File: src/rtl/huffman_pkg.sv
// Shared constants for the Huffman frame controller: default frame geometry,
// watchdog limit and FSM state encoding.
package huffman_pkg;

  localparam int HUF_N_SYM   = 10;
  localparam int HUF_FREQ_W  = 8;
  localparam int HUF_CODE_W  = 13;
  localparam int HUF_TIMEOUT = 1024;
  localparam int IDX_W       = 4;

  localparam logic [2:0] ST_IDLE  = 3'd0;
  localparam logic [2:0] ST_LOAD  = 3'd1;
  localparam logic [2:0] ST_BUILD = 3'd2;
  localparam logic [2:0] ST_CODE  = 3'd3;
  localparam logic [2:0] ST_DRAIN = 3'd4;
  localparam logic [2:0] ST_ERR   = 3'd5;

endpackage

File: src/rtl/huffman_if.sv
// Frame bus between the controller (slave) and its environment (master):
// frequency load, builder/generator handshakes, code drain and status.
interface huffman_if
  import huffman_pkg::*;
#(
  parameter int N_SYM  = HUF_N_SYM,
  parameter int FREQ_W = HUF_FREQ_W,
  parameter int CODE_W = HUF_CODE_W
);
  logic                      In_valid;
  logic [FREQ_W-1:0]         In_data;
  logic                      In_ready;
  logic [N_SYM*FREQ_W-1:0]   Freq_bus;
  logic                      Build_start;
  logic                      Build_done;
  logic                      Start_code;
  logic                      Fin;
  logic [N_SYM*CODE_W-1:0]   Codes_bus;
  logic                      Out_valid;
  logic [IDX_W-1:0]          Out_sym;
  logic [CODE_W-1:0]         Out_code;
  logic                      Out_ready;
  logic                      Clear;
  logic                      Busy;
  logic                      Done;
  logic                      Err;

  modport master (
    output In_valid, In_data, Build_done, Fin, Codes_bus, Out_ready, Clear,
    input  In_ready, Freq_bus, Build_start, Start_code, Out_valid, Out_sym,
           Out_code, Busy, Done, Err
  );

  modport slave (
    input  In_valid, In_data, Build_done, Fin, Codes_bus, Out_ready, Clear,
    output In_ready, Freq_bus, Build_start, Start_code, Out_valid, Out_sym,
           Out_code, Busy, Done, Err
  );

endinterface

File: src/rtl/huffman_wdog.sv
// Cycle watchdog: counts while en, restarts on clr, flags the terminal count
// combinationally so the owner can leave on the following edge.
module huffman_wdog
  import huffman_pkg::*;
#(
  parameter int TIMEOUT = HUF_TIMEOUT
)(
  input  logic clk,
  input  logic rst_n,
  input  logic clr,
  input  logic en,
  output logic expired
);

  localparam int CNT_W = $clog2(TIMEOUT) + 1;

  logic [CNT_W-1:0] cnt_q, cnt_d;

  assign expired = en && (cnt_q == CNT_W'(TIMEOUT - 1));

  always_comb begin
    cnt_d = cnt_q;
    if (clr)
      cnt_d = '0;
    else if (en && !expired)
      cnt_d = cnt_q + 1'b1;
  end

  always_ff @(posedge clk or negedge rst_n) begin
    if (!rst_n)
      cnt_q <= '0;
    else
      cnt_q <= cnt_d;
  end

endmodule

File: src/rtl/huffman_ctrl.sv
// Huffman frame controller: loads N_SYM frequencies, sequences tree build and
// code generation under a watchdog, then drains codes one beat per Out_ready.
module huffman_ctrl
  import huffman_pkg::*;
#(
  parameter int N_SYM   = HUF_N_SYM,
  parameter int FREQ_W  = HUF_FREQ_W,
  parameter int CODE_W  = HUF_CODE_W,
  parameter int TIMEOUT = HUF_TIMEOUT
)(
  input  logic     Clk_in,
  input  logic     n_Rst,
  huffman_if.slave bus
);

  logic [2:0]              state_q, state_d;
  logic [IDX_W-1:0]        load_idx_q, load_idx_d;
  logic [IDX_W-1:0]        out_idx_q, out_idx_d;
  logic [N_SYM*FREQ_W-1:0] freq_q;
  logic [N_SYM*CODE_W-1:0] code_q;
  logic                    rdy_en_q;
  logic                    build_start_q;
  logic                    done_q, done_d;
  logic                    freq_we, code_we;
  logic                    in_rdy;
  logic                    wd_clr, wd_en, wd_exp;
  logic [CODE_W-1:0]       out_code;

  // rdy_en_q keeps In_ready low while reset is held, even though state is IDLE
  assign in_rdy = rdy_en_q && (state_q == ST_IDLE || state_q == ST_LOAD);
  assign wd_en  = (state_q == ST_BUILD) || (state_q == ST_CODE);
  assign wd_clr = (state_d != state_q) && (state_d == ST_BUILD || state_d == ST_CODE);

  huffman_wdog #(.TIMEOUT(TIMEOUT)) u_wdog (
    .clk     (Clk_in),
    .rst_n   (n_Rst),
    .clr     (wd_clr),
    .en      (wd_en),
    .expired (wd_exp)
  );

  always_comb begin
    state_d    = state_q;
    load_idx_d = load_idx_q;
    out_idx_d  = out_idx_q;
    done_d     = 1'b0;
    freq_we    = 1'b0;
    code_we    = 1'b0;
    if (bus.Clear) begin
      state_d    = ST_IDLE;
      load_idx_d = '0;
      out_idx_d  = '0;
    end else begin
      case (state_q)
        ST_IDLE, ST_LOAD: begin
          if (bus.In_valid && in_rdy) begin
            freq_we = 1'b1;
            if (load_idx_q == IDX_W'(N_SYM - 1)) begin
              state_d    = ST_BUILD;
              load_idx_d = '0;
            end else begin
              state_d    = ST_LOAD;
              load_idx_d = load_idx_q + 1'b1;
            end
          end
        end
        ST_BUILD: begin
          // completion beats a simultaneous watchdog expiry
          if (bus.Build_done)
            state_d = ST_CODE;
          else if (wd_exp)
            state_d = ST_ERR;
        end
        ST_CODE: begin
          if (bus.Fin) begin
            code_we = 1'b1;
            state_d = ST_DRAIN;
          end else if (wd_exp) begin
            state_d = ST_ERR;
          end
        end
        ST_DRAIN: begin
          if (bus.Out_ready) begin
            if (out_idx_q == IDX_W'(N_SYM - 1)) begin
              state_d   = ST_IDLE;
              out_idx_d = '0;
              done_d    = 1'b1;
            end else begin
              out_idx_d = out_idx_q + 1'b1;
            end
          end
        end
        ST_ERR:  state_d = ST_ERR;
        default: state_d = ST_IDLE;
      endcase
    end
  end

  always_ff @(posedge Clk_in or negedge n_Rst) begin
    if (!n_Rst) begin
      state_q       <= ST_IDLE;
      load_idx_q    <= '0;
      out_idx_q     <= '0;
      freq_q        <= '0;
      code_q        <= '0;
      rdy_en_q      <= 1'b0;
      build_start_q <= 1'b0;
      done_q        <= 1'b0;
    end else begin
      state_q       <= state_d;
      load_idx_q    <= load_idx_d;
      out_idx_q     <= out_idx_d;
      rdy_en_q      <= 1'b1;
      build_start_q <= (state_d == ST_BUILD) && (state_q != ST_BUILD);
      done_q        <= done_d;
      if (freq_we) begin
        for (int k = 0; k < N_SYM; k++) begin
          if (load_idx_q == IDX_W'(k))
            freq_q[k*FREQ_W +: FREQ_W] <= bus.In_data;
        end
      end
      if (code_we)
        code_q <= bus.Codes_bus;
    end
  end

  always_comb begin
    out_code = '0;
    for (int k = 0; k < N_SYM; k++) begin
      if (out_idx_q == IDX_W'(k))
        out_code = code_q[k*CODE_W +: CODE_W];
    end
  end

  assign bus.In_ready    = in_rdy;
  assign bus.Freq_bus    = freq_q;
  assign bus.Build_start = build_start_q;
  assign bus.Start_code  = (state_q == ST_CODE);
  assign bus.Out_valid   = (state_q == ST_DRAIN);
  assign bus.Out_sym     = out_idx_q;
  assign bus.Out_code    = out_code;
  assign bus.Busy        = (state_q != ST_IDLE);
  assign bus.Done        = done_q;
  assign bus.Err         = (state_q == ST_ERR);

endmodule

File: src/flat_wrapper.sv
// flat-port wrapper written by rule: the top's interface ports become plain ports
module huffman_ctrl_flat import huffman_pkg::*;
#(
  parameter int N_SYM   = HUF_N_SYM,
  parameter int FREQ_W  = HUF_FREQ_W,
  parameter int CODE_W  = HUF_CODE_W,
  parameter int TIMEOUT = HUF_TIMEOUT
)
  (Clk_in, n_Rst, bus_In_valid, bus_In_data, bus_Build_done, bus_Fin, bus_Codes_bus, bus_Out_ready, bus_Clear, bus_In_ready, bus_Freq_bus, bus_Build_start, bus_Start_code, bus_Out_valid, bus_Out_sym, bus_Out_code, bus_Busy, bus_Done, bus_Err);
  huffman_if #(.N_SYM(N_SYM), .FREQ_W(FREQ_W), .CODE_W(CODE_W)) bus_i ();
  input  logic Clk_in;
  input  logic n_Rst;
  input wire logic [$bits(bus_i.In_valid)-1:0] bus_In_valid;
  input wire logic [$bits(bus_i.In_data)-1:0] bus_In_data;
  input wire logic [$bits(bus_i.Build_done)-1:0] bus_Build_done;
  input wire logic [$bits(bus_i.Fin)-1:0] bus_Fin;
  input wire logic [$bits(bus_i.Codes_bus)-1:0] bus_Codes_bus;
  input wire logic [$bits(bus_i.Out_ready)-1:0] bus_Out_ready;
  input wire logic [$bits(bus_i.Clear)-1:0] bus_Clear;
  output wire logic [$bits(bus_i.In_ready)-1:0] bus_In_ready;
  output wire logic [$bits(bus_i.Freq_bus)-1:0] bus_Freq_bus;
  output wire logic [$bits(bus_i.Build_start)-1:0] bus_Build_start;
  output wire logic [$bits(bus_i.Start_code)-1:0] bus_Start_code;
  output wire logic [$bits(bus_i.Out_valid)-1:0] bus_Out_valid;
  output wire logic [$bits(bus_i.Out_sym)-1:0] bus_Out_sym;
  output wire logic [$bits(bus_i.Out_code)-1:0] bus_Out_code;
  output wire logic [$bits(bus_i.Busy)-1:0] bus_Busy;
  output wire logic [$bits(bus_i.Done)-1:0] bus_Done;
  output wire logic [$bits(bus_i.Err)-1:0] bus_Err;
  assign bus_i.In_valid = bus_In_valid;
  assign bus_i.In_data = bus_In_data;
  assign bus_i.Build_done = bus_Build_done;
  assign bus_i.Fin = bus_Fin;
  assign bus_i.Codes_bus = bus_Codes_bus;
  assign bus_i.Out_ready = bus_Out_ready;
  assign bus_i.Clear = bus_Clear;
  assign bus_In_ready = bus_i.In_ready;
  assign bus_Freq_bus = bus_i.Freq_bus;
  assign bus_Build_start = bus_i.Build_start;
  assign bus_Start_code = bus_i.Start_code;
  assign bus_Out_valid = bus_i.Out_valid;
  assign bus_Out_sym = bus_i.Out_sym;
  assign bus_Out_code = bus_i.Out_code;
  assign bus_Busy = bus_i.Busy;
  assign bus_Done = bus_i.Done;
  assign bus_Err = bus_i.Err;
  huffman_ctrl #(.N_SYM(N_SYM), .FREQ_W(FREQ_W), .CODE_W(CODE_W), .TIMEOUT(TIMEOUT)) u_core (.Clk_in(Clk_in), .n_Rst(n_Rst), .bus(bus_i));
endmodule
File: config.mk
export PLATFORM = sky130hd
export DESIGN_NAME = huffman_ctrl_flat
export DESIGN_NICKNAME = d
export VERILOG_FILES = /design/src/rtl/huffman_pkg.sv /design/src/rtl/huffman_if.sv /design/src/rtl/huffman_wdog.sv /design/src/rtl/huffman_ctrl.sv /design/src/flat_wrapper.sv
export SDC_FILE = /design/constraint.sdc
export NUM_CORES = 1
export LEC_CHECK = 0
export BUFFER_PORTS_ARGS = -buffer_cell sky130_fd_sc_hd__buf_4
export CELL_PAD_IN_SITES_DETAIL_PLACEMENT = 1
export CELL_PAD_IN_SITES_GLOBAL_PLACEMENT = 2
export CORE_MARGIN = 2
export CORE_UTILIZATION = 32
export CTS_CLUSTER_DIAMETER = 60
export DETAILED_ROUTE_END_ITERATION = 16
export PLACE_DENSITY = 0.74
export SLEW_MARGIN = 20
export SYNTH_ARGS = -nofsm -noshare
export SYNTH_HDL_FRONTEND = slang
export SYNTH_HIERARCHICAL = 1
export SYNTH_SLANG_ARGS = --single-unit
File: constraint.sdc
create_clock -name Clk_in -period 2.8 [get_ports Clk_in]
set_input_delay 0.56 -clock Clk_in [delete_from_list [all_inputs] [get_ports Clk_in]]
set_output_delay 0.56 -clock Clk_in [all_outputs]
set_load 0.005 [all_outputs]
# ---- Word-level counts from Yosys, hierarchy flattened
# Index checks and enable logic that the tools add are counted.
dict set report classes {
  n_eq_ne 28
  addsub 3
  n_reduce_logical 32
  muxes 39
}
# op count
set ops {}
lappend ops {{13-bit 2-to-1 mux} 10}
lappend ops {{4-bit by 3-bit equality test with 1-bit output, second input constant} 8}
lappend ops {{4-bit 2-to-1 mux} 8}
lappend ops {{2-bit AND reduction} 12}
lappend ops {{11-bit 2-to-1 mux} 2}
lappend ops {{3-bit 2-to-1 mux} 7}
lappend ops {{4-bit by 2-bit equality test with 1-bit output, second input constant} 4}
lappend ops {{4-bit equality test, second input constant} 4}
lappend ops {{3-bit one-hot mux with 5 select lines} 1}
lappend ops {{3-bit by 2-bit equality test with 1-bit output, second input constant} 4}
lappend ops {{11-bit by 1-bit adder with 11-bit output, second input constant} 1}
lappend ops {{11-bit by 10-bit equality test with 1-bit output, second input constant} 1}
lappend ops {{1-bit 2-to-1 mux} 10}
lappend ops {{2-bit nonzero test} 5}
lappend ops {{4-bit by 1-bit adder with 4-bit output, second input constant} 2}
lappend ops {{4-bit by 1-bit equality test with 1-bit output, second input constant} 2}
lappend ops {{4-bit zero test} 2}
lappend ops {{3-bit equality test, second input constant} 2}
lappend ops {{1-bit logical AND} 6}
lappend ops {{3-bit by 1-bit equality test with 1-bit output, second input constant} 1}
lappend ops {{3-bit zero test} 1}
lappend ops {{1-bit logical OR} 3}
lappend ops {{3-bit by 2-bit != test with 1-bit output, second input constant} 1}
lappend ops {{3-bit != test} 1}
lappend ops {{4 further kinds} 4}
dict set report word_totals {
  out_inout_bits 104
  in_bits 145
  elab_cells 120
  register_bits 235
}

# ---- Logic depth before layout (Yosys ltp)
# Gate-level depths: netlist of the first run.
dict set report depth {
  depth_word 11
  depth_mapped 12
  depth_no_buf 10
}

# ---- By module
# The synthesis of the first run kept the hierarchy.
# mod n_inst seq_area_each_um2 area_per_inst_um2 cells_each
set by_module_without_submodules {}
lappend by_module_without_submodules {huffman_ctrl 1 5605.4 9753.1 722}
lappend by_module_without_submodules {huffman_wdog 1 275.3 738.2 73}

# ---- Worst setup path after synthesis of the first run
# OpenSTA, ideal clock, no wires.
dict set report synth_timing {
  path_kind {register to register}
  start {register u_core.state_q[2]}
  end {register u_core.u_wdog.cnt_q[7]}
  setup_time_ps 128
  stages_incl_launch_ff 12
  arrival_time_ps 2490
  required_time_ps 2672
  synth_period_minus_slack_ps 2618
  path_buffers 3
  slack_ps 182
  cell_sequence {dfrtp_1 nor2b_1 buf_2 nand3_1 nor4_1 nor2_1 o31ai_1 o31a_1 buf_2 buf_2 nor2_1 mux2_1}
}
dict set report synth_between {
  elab_chain_cells 11
  word_cells_on_any_way 29
  classes_between {eq/ne (8); mux (9); reduce/logical (12)}
}
# element line
set synth_lines {}
lappend synth_lines {{start, declared} huffman_ctrl.sv:16} ;# logic [2:0] state_q, state_d;
lappend synth_lines {{start signal, assigned} huffman_ctrl.sv:110} ;# state_q <= state_d;
lappend synth_lines {{3-bit by 2-bit equality test with 1-bit output} huffman_ctrl.sv:31} ;# assign wd_en = (state_q == ST_BUILD) || (state_q == ST_CODE);
lappend synth_lines {{1-bit logical OR *} huffman_ctrl.sv:31}
lappend synth_lines {{net u_core.wd_en} huffman_ctrl.sv:26} ;# logic wd_clr, wd_en, wd_exp;
lappend synth_lines {{1-bit logical AND *} huffman_wdog.sv:19} ;# assign expired = en && (cnt_q == CNT_W'(TIMEOUT - 1));
lappend synth_lines {{net u_core.wd_exp} huffman_ctrl.sv:26}
lappend synth_lines {{3-bit 2-to-1 mux *} {huffman_ctrl.sv:71, huffman_ctrl.sv:78}}
lappend synth_lines {{3-bit 2-to-1 mux (on tied branches)} {huffman_ctrl.sv:75, huffman_ctrl.sv:69}}
lappend synth_lines {{3-bit one-hot mux with 5 select lines *} huffman_ctrl.sv:54} ;# case (state_q)
lappend synth_lines {{3-bit 2-to-1 mux *} huffman_ctrl.sv:49} ;# if (bus.Clear) begin
lappend synth_lines {{3-bit by 2-bit equality test with 1-bit output} huffman_ctrl.sv:32} ;# assign wd_clr = (state_d != state_q) && (state_d == ST_BUILD || state_d == ST_CODE);
lappend synth_lines {{1-bit logical OR} huffman_ctrl.sv:32}
lappend synth_lines {{1-bit logical AND *} huffman_ctrl.sv:32}
lappend synth_lines {{net u_core.wd_clr} huffman_ctrl.sv:26}
lappend synth_lines {{11-bit 2-to-1 mux / 2-bit nonzero test (equally long branches)} -}
lappend synth_lines {{end signal, assigned} huffman_wdog.sv:33} ;# cnt_q <= cnt_d;
lappend synth_lines {{end, declared} huffman_wdog.sv:17} ;# logic [CNT_W-1:0] cnt_q, cnt_d;
# The timed path passes the listed nets; every way through them passes the cells marked *.
# A chain may end at the register's enable or synchronous reset.

# ---- Final worst setup path of the first run
dict set report layout_timing {
  start {register u_core.out_idx_q[1] (netlist: u_core/bus.Out_sym[1])}
  end {output bus_Out_code[1]}
}
dict set report layout_between {
  elab_chain_cells 11
  word_cells_on_any_way 20
  classes_between {eq/ne (9); mux (10); reduce/logical (1)}
}
# element line
set layout_lines {}
lappend layout_lines {{start, declared} huffman_ctrl.sv:18} ;# logic [IDX_W-1:0] out_idx_q, out_idx_d;
lappend layout_lines {{start signal, assigned} huffman_ctrl.sv:112} ;# out_idx_q <= out_idx_d;
lappend layout_lines {{4-bit zero test} huffman_ctrl.sv:130} ;# if (out_idx_q == IDX_W'(k))
lappend layout_lines {{13-bit 2-to-1 mux (9 in series)} huffman_ctrl.sv:130}
lappend layout_lines {{13-bit 2-to-1 mux *} huffman_ctrl.sv:130}
lappend layout_lines {{end, declared} flat_wrapper.sv:26} ;# output wire logic [$bits(bus_i.Out_code)-1:0] bus_Out_code;
# Every way passes the cells marked *; elsewhere a longest branch is shown, timed or not.

==> impl_metrics.ini, run 1 <==
[synth]
synth_cell_types = 58
yosysMostFrequentCell = dfrtp_1
yosys_register_bits = 235
mappedNetlistArea_um2 = 10500
synth_ff_type = dfrtp_1
synthesis.nets = 941
yosys.area.top_type_share = 0.561
yosysWarningCount = 6
synthArstFlopShare = 1.00
ys_seq_area_frac = 0.561
ys_top_cells_by_area = dfrtp_1 56%, mux2_2 22%, mux2i_1 2.7%, o21ai_0 2.1%, nand2_1 1.3%
yosys.area.top_type = dfrtp_1
synth-edff-count = 0
syn_area_per_cell_um2 = 13.2
syn_inst = 795
synth_commonest_cells = 235 x dfrtp_1, 209 x mux2_2, 43 x o21ai_0, 37 x nand2_1, 30 x clkbuf_1

[clocking]
cts_tree = built
numCtsBuffers = 29
cts_max_level = 1
insertion_delay_ps = 560
clock_sinks = 235
ctsRootBufferMaster = clkbuf_16
clockBufferDepth = 3
cts.clk_slew.worst_paths_ps = 60

[floorplanning]
die_w_um = 185
die-area_um2 = 34200
placementRows = 66
ioPinCount = 249
core-area_um2 = 32400
initial_utilization = 0.324
die_h_um = 185

[worst_setup_path]
required_ps = 2240
arrival_ps = 2270
r2r-start = u_core/u_wdog/cnt_q[0]$_DFFE_PN0P_
rr_endpoint = u_core/u_wdog/cnt_q[1]$_DFFE_PN0P_
path_delay_family = flip-flops
endpoint_kind = output port
setup.worst_path.class = flip-flop to output port
cp_max_fo = 13
critPathSlowestCell = dfrtp_4
crit_top_cell = buf_6
reg2reg_slack_ps = 310
slowest_delay_ps = 560
path_cells = buf_6 > nor3b_4 > buf_6 > nand2_1 > o221ai_1 > o21ai_0 > buf_4
start_kind = flip-flop
reg2reg_depth = 11
crit_buf_inv = 3

[timing]
post-route-min-period_ps = 2830
worst_pin_slew_ps = 705
finClkSkew_ps = 20.5
finalSetupTns_ps = -96.7
holdWs_ps = 233
post-route-period-util = 1.01
fin_ws_ps = -33.3
drv_slew = 0
rsz0062_at_grt = yes
clock.fmax_mhz = 353
setup_viol = 4
slew_headroom = 0.530
finalHoldViolCount = 0

[final_layout]
syn_to_final_growth_pct = 34.7
final_layout_size_suffix_gt1_frac = 0.539
final_cells = 1516
final_util = 0.437
nNetsFinal = 1199
antenna_cells = 0

[global_routing]
antenna_found_initial = 0
grt_max_degree = 104
grt_overflow = 0
grt_pass1_wl_mm = 48.0
grt_pass1_vias = 8084
globalRouteTotalUtil = 0.181

[drt]
drc = 0
dr.pass1.iters = 5
drtAntennaViolNets = 0
avgViaCountPerCell = 4.97
drtIter0Drc = 384
wl_per_cell_um = 20.8
drt_wl_total_mm = 31.5
vias = 7533

[status]
violations = setup timing
status = finished, violations left

[worst_hold_path]
hp-class = input pin to flip-flop
hold_start = bus_Codes_bus[42]
hold_path_depth = 2
holdPathEnd = u_core/code_q[42]$_DFFE_PN0P_

[placement]
gpl.final_weighted_congestion = 0.775
placedCellCount = 1452
io_buffers = 248
hpwl_mm = 21.9

[pwr]
cellInternalPower_mw = 5.99
p_leak_nw = 6.76
peakVddDrop_uv = 486
p_comb_frac = 0.070
power_mw = 7.78
power.density_nw_per_um2 = 550
p_switching_mw = 1.78
sequentialPowerShare = 0.456
switching_share = 0.230
pwr-share-clk = 0.475

[run]
max_cap_violations = 0
cell families (layout without fill, tap and decap cells):
family                   count (synthesis)  count (layout)  share of synthesized area
multiplexers                           241             241                      0.256
other                                    1               1                   0.000357
XOR/XNOR                                 4               4                    0.00334
AND/OR/NAND/NOR                        136             137                     0.0803
buffers and inverters                   65             343                     0.0262
AO/OA/AOI/OAI                          112             112                     0.0724
flip-flops                             235             235                      0.561
adder cells (fa/ha/maj)                  1               1                    0.00119
power by group through the flow:
stage          Combinational [mW]  Clock [mW]  Sequential [mW]
2_1_floorplan               0.124           0             3.60
3_3_place_gp                0.549           0             3.60
3_5_place_dp                0.555           0             3.60
4_1_cts                     0.557        3.79             3.54
5_1_grt                     0.591        3.93             3.55
6_report                    0.541        3.69             3.54
flip-flops by register name (all words and copies together), names as in the netlist:
| name | cells |
|---|---|
| u_core/bus.Build_start | 1 |
| u_core/bus.Done | 1 |
| u_core/bus.Freq_bus | 80 |
| u_core/bus.Out_sym | 4 |
| u_core/code_q | 130 |
| u_core/load_idx_q | 4 |
| u_core/rdy_en_q | 1 |
| u_core/state_q | 3 |
| u_core/u_wdog/cnt_q | 11 |
layout by cell type, fill, tap and decap left out, types with 7 or more instances in the layout:
cell,count
o21ai_0,22
clkbuf_8,7
o221ai_1,8
mux2i_1,25
buf_4,271
a21oi_1,16
clkbuf_16,30
o21ai_1,17
nand3b_1,16
dfrtp_1,232
nor2b_1,10
nand2_1,35
a222oi_1,13
nor2_1,15
mux2_2,209
how the worst max path moves through the flow:
stage,from,endpoint,cells past startpoint
after floorplan,u_core/state_q[2]$_DFF_PN0_,u_core/u_wdog/cnt_q[7]$_DFFE_PN0P_,11
after global placement,u_core/u_wdog/cnt_q[0]$_DFFE_PN0P_,u_core/u_wdog/cnt_q[3]$_DFFE_PN0P_,10
after detailed placement,u_core/u_wdog/cnt_q[0]$_DFFE_PN0P_,u_core/u_wdog/cnt_q[3]$_DFFE_PN0P_,10
after CTS,u_core/bus.Out_sym[1]$_DFFE_PN0P_,bus_Out_code[12],7
after global routing,u_core/bus.Out_sym[1]$_DFFE_PN0P_,bus_Out_code[11],6
final,u_core/bus.Out_sym[1]$_DFFE_PN0P_,bus_Out_code[1],7
layer usage:
layer / track usage / part of all wire / vias to the layer above
li1: - / - / 3437
met1: 0.242 / 0.44 / 3868
met2: 0.289 / 0.47 / 184
met3: 0.0452 / 0.060 / 44
met4: 0.0524 / 0.027 / 0
met5: 0 / 0 / -
worst reg2reg max path, cell delays in order (launching register included):
cell and delay, ps:
dfrtp_1 430, ha_1 240, nand3_1 170, nor4_2 100, o21ai_0 250, nand3_1 120, a21oi_1 230, o31a_1 180
buf_4 230, nor2b_1 90, a31oi_1 180, o311ai_1 120
metrics by stage:
| step | setup WS (ps) | cell area, µm² |
|---|---|---|
| finish | -33.3 | 14100 |
| detailed placement | 177 | 12900 |
| floorplan | 182 | 10500 |
| global route | -142 | 14100 |
| CTS | -11.9 | 14000 |
| global placement | 322 | 12900 |
cell type report:
cell class	instances	area [µm²]
inverter	5	18.8
multi-input combinational	496	4460
clock buffer	42	845
fill	3444	18200
tap	442	553
clock inverter	10	97.6
timing repair buffer	286	2270
sequential	235	5890
timing repair:
| action | CTS | global route |
|---|---|---|
| gates cloned | 1 | 4 |
| setup buffers | 5 | 3 |
| endpoints found under the setup margin | 13 | 16 |
| hold buffers | 1 | 0 |
| endpoints found under the hold margin | 46 | 0 |
| gates resized for setup | 17 | 44 |
| pin swaps | 5 | 10 |
Note: power is estimated with default switching activity, not from simulation.
==> run 2: changes to the inputs <==
RECOVER_POWER = 100   (was unset)
==> impl_metrics.ini, run 2 (synthesis results as in run 1) <==
[timing]
post-route-min-period_ps = 2840
drv_slew = 73
holdWs_ps = 235
fin_ws_ps = -43.3
finalHoldViolCount = 0
post-route-period-util = 1.02
slew_headroom = -0.263
worst_pin_slew_ps = 1890
clock.fmax_mhz = 352
finClkSkew_ps = 18.6
rsz0062_at_grt = yes
setup_viol = 4

[worst_hold_path]
hold_start = bus_Codes_bus[42]
hp-class = input pin to flip-flop
hold_path_depth = 2
holdPathEnd = u_core/code_q[42]$_DFFE_PN0P_

[final_layout]
final_cells = 1516
syn_to_final_growth_pct = 33.4
final_area_um2 = 14000
regMostFlops = u_core/code_q
largest_register_ff_count = 130
mostFrequentLayoutCell = dfrtp_1
final_util = 0.432
final_cell_mix = 232 x dfrtp_1, 209 x mux2_2, 196 x buf_4
final_layout_size_suffix_gt1_frac = 0.507
antenna_cells = 0
nNetsFinal = 1199

[clocking]
ctsRootBufferMaster = clkbuf_16
numCtsBuffers = 29
cts.clk_slew.worst_paths_ps = 60
cts_tree = built
insertion_delay_ps = 550
cts_max_level = 1
clock_sinks = 235
clockBufferDepth = 3

[drt]
avgViaCountPerCell = 4.95
drtAntennaViolNets = 0
drtIter0Drc = 360
drt_wl_total_mm = 31.5
drc = 0
vias = 7504
dr.pass1.iters = 7
wl_per_cell_um = 20.7

[floorplanning]
ioPinCount = 249
die-area_um2 = 34200
initial_utilization = 0.324
placementRows = 66
die_w_um = 185
die_h_um = 185
core-area_um2 = 32400

[worst_setup_path]
path_cells = buf_6 > nor3b_4 > buf_6 > nand2_1 > o221ai_1 > o21ai_0 > buf_4
arrival_ps = 2280
reg2reg_slack_ps = 300
required_ps = 2240
endpoint_kind = output port
reg2reg_depth = 5
slowest_delay_ps = 560
critPathSlowestCell = dfrtp_4
path_delay_family = flip-flops
rr_endpoint = u_core/bus.Freq_bus[64]$_DFFE_PN0P_
crit_buf_inv = 3
crit_top_cell = buf_6
setup.worst_path.class = flip-flop to output port
r2r-start = u_core/state_q[2]$_DFF_PN0_
cp_max_fo = 13
start_kind = flip-flop

[global_routing]
grt_pass1_vias = 8084
grt_max_degree = 104
grt_pass1_wl_mm = 48.0
globalRouteTotalUtil = 0.181
grt_overflow = 0
antenna_found_initial = 0

[pwr]
power.density_nw_per_um2 = 554
peakVddDrop_uv = 484
p_leak_nw = 6.60

[placement]
placedCellCount = 1452
hpwl_mm = 21.9
gpl.final_weighted_congestion = 0.775
io_buffers = 248
pre_cts_ws_ps = 177
postPlaceCellArea_um2 = 12900

[status]
status = finished, violations left
violations = capacitance limit, slew limit, setup timing

[run]
max_cap_violations = 1
-- run 2: what timing repair did --
item                                    in CTS  in global routing
endpoints found under the hold margin       46                  0
gates cloned                                 1                  4
hold buffers                                 1                  0
setup buffers                                5                  3
gates resized for setup                     17                 44
endpoints found under the setup margin      13                 16
pin swaps                                    5                 10
-- run 2: worst max path at each step --
stage                     cells after the start                          startpoint  slack, ps                            endpoint
after floorplan                              11         u_core/state_q[2]$_DFF_PN0_        180  u_core/u_wdog/cnt_q[7]$_DFFE_PN0P_
after global placement                       10  u_core/u_wdog/cnt_q[0]$_DFFE_PN0P_        320  u_core/u_wdog/cnt_q[3]$_DFFE_PN0P_
after detailed placement                     10  u_core/u_wdog/cnt_q[0]$_DFFE_PN0P_        180  u_core/u_wdog/cnt_q[3]$_DFFE_PN0P_
after CTS                                     7   u_core/bus.Out_sym[1]$_DFFE_PN0P_        -10                    bus_Out_code[12]
after global routing                          6   u_core/bus.Out_sym[1]$_DFFE_PN0P_       -140                    bus_Out_code[11]
final                                         7   u_core/bus.Out_sym[1]$_DFFE_PN0P_        -40                     bus_Out_code[1]
-- run 2: final cells by class --
class                           count  area, µm²
Clock buffer                       42        845
Clock inverter                     10       97.6
Fill cell                        3462      18400
Inverter                            5       18.8
Multi-Input combinational cell    496       4460
Sequential cell                   235       5890
Tap cell                          442        553
Timing Repair Buffer              286       2130
-- run 2: stage by stage --
step	TNS (ps)	total power, mW
2_1_floorplan	0	3.73
3_3_place_gp	0	4.15
3_5_place_dp	0	4.16
4_1_cts	-39.3	7.89
5_1_grt	-4260	8.05
6_report	-81.5	7.75
-- run 2: where the power goes --
part | total, mW | switching (mW) | internal (mW)
Clock | 3.69 | 1.50 | 2.18
Combinational | 0.517 | 0.221 | 0.296
Sequential | 3.54 | 0.0524 | 3.49
Total | 7.75 | 1.78 | 5.97
-- run 2: metal layers --
layer,wire [µm],up-vias,global-route usage
met4,846,0,0.0524
met1,13800,3820,0.242
met3,1970,42,0.0452
li1,-,3440,-
met2,14900,202,0.289
met5,0,-,0
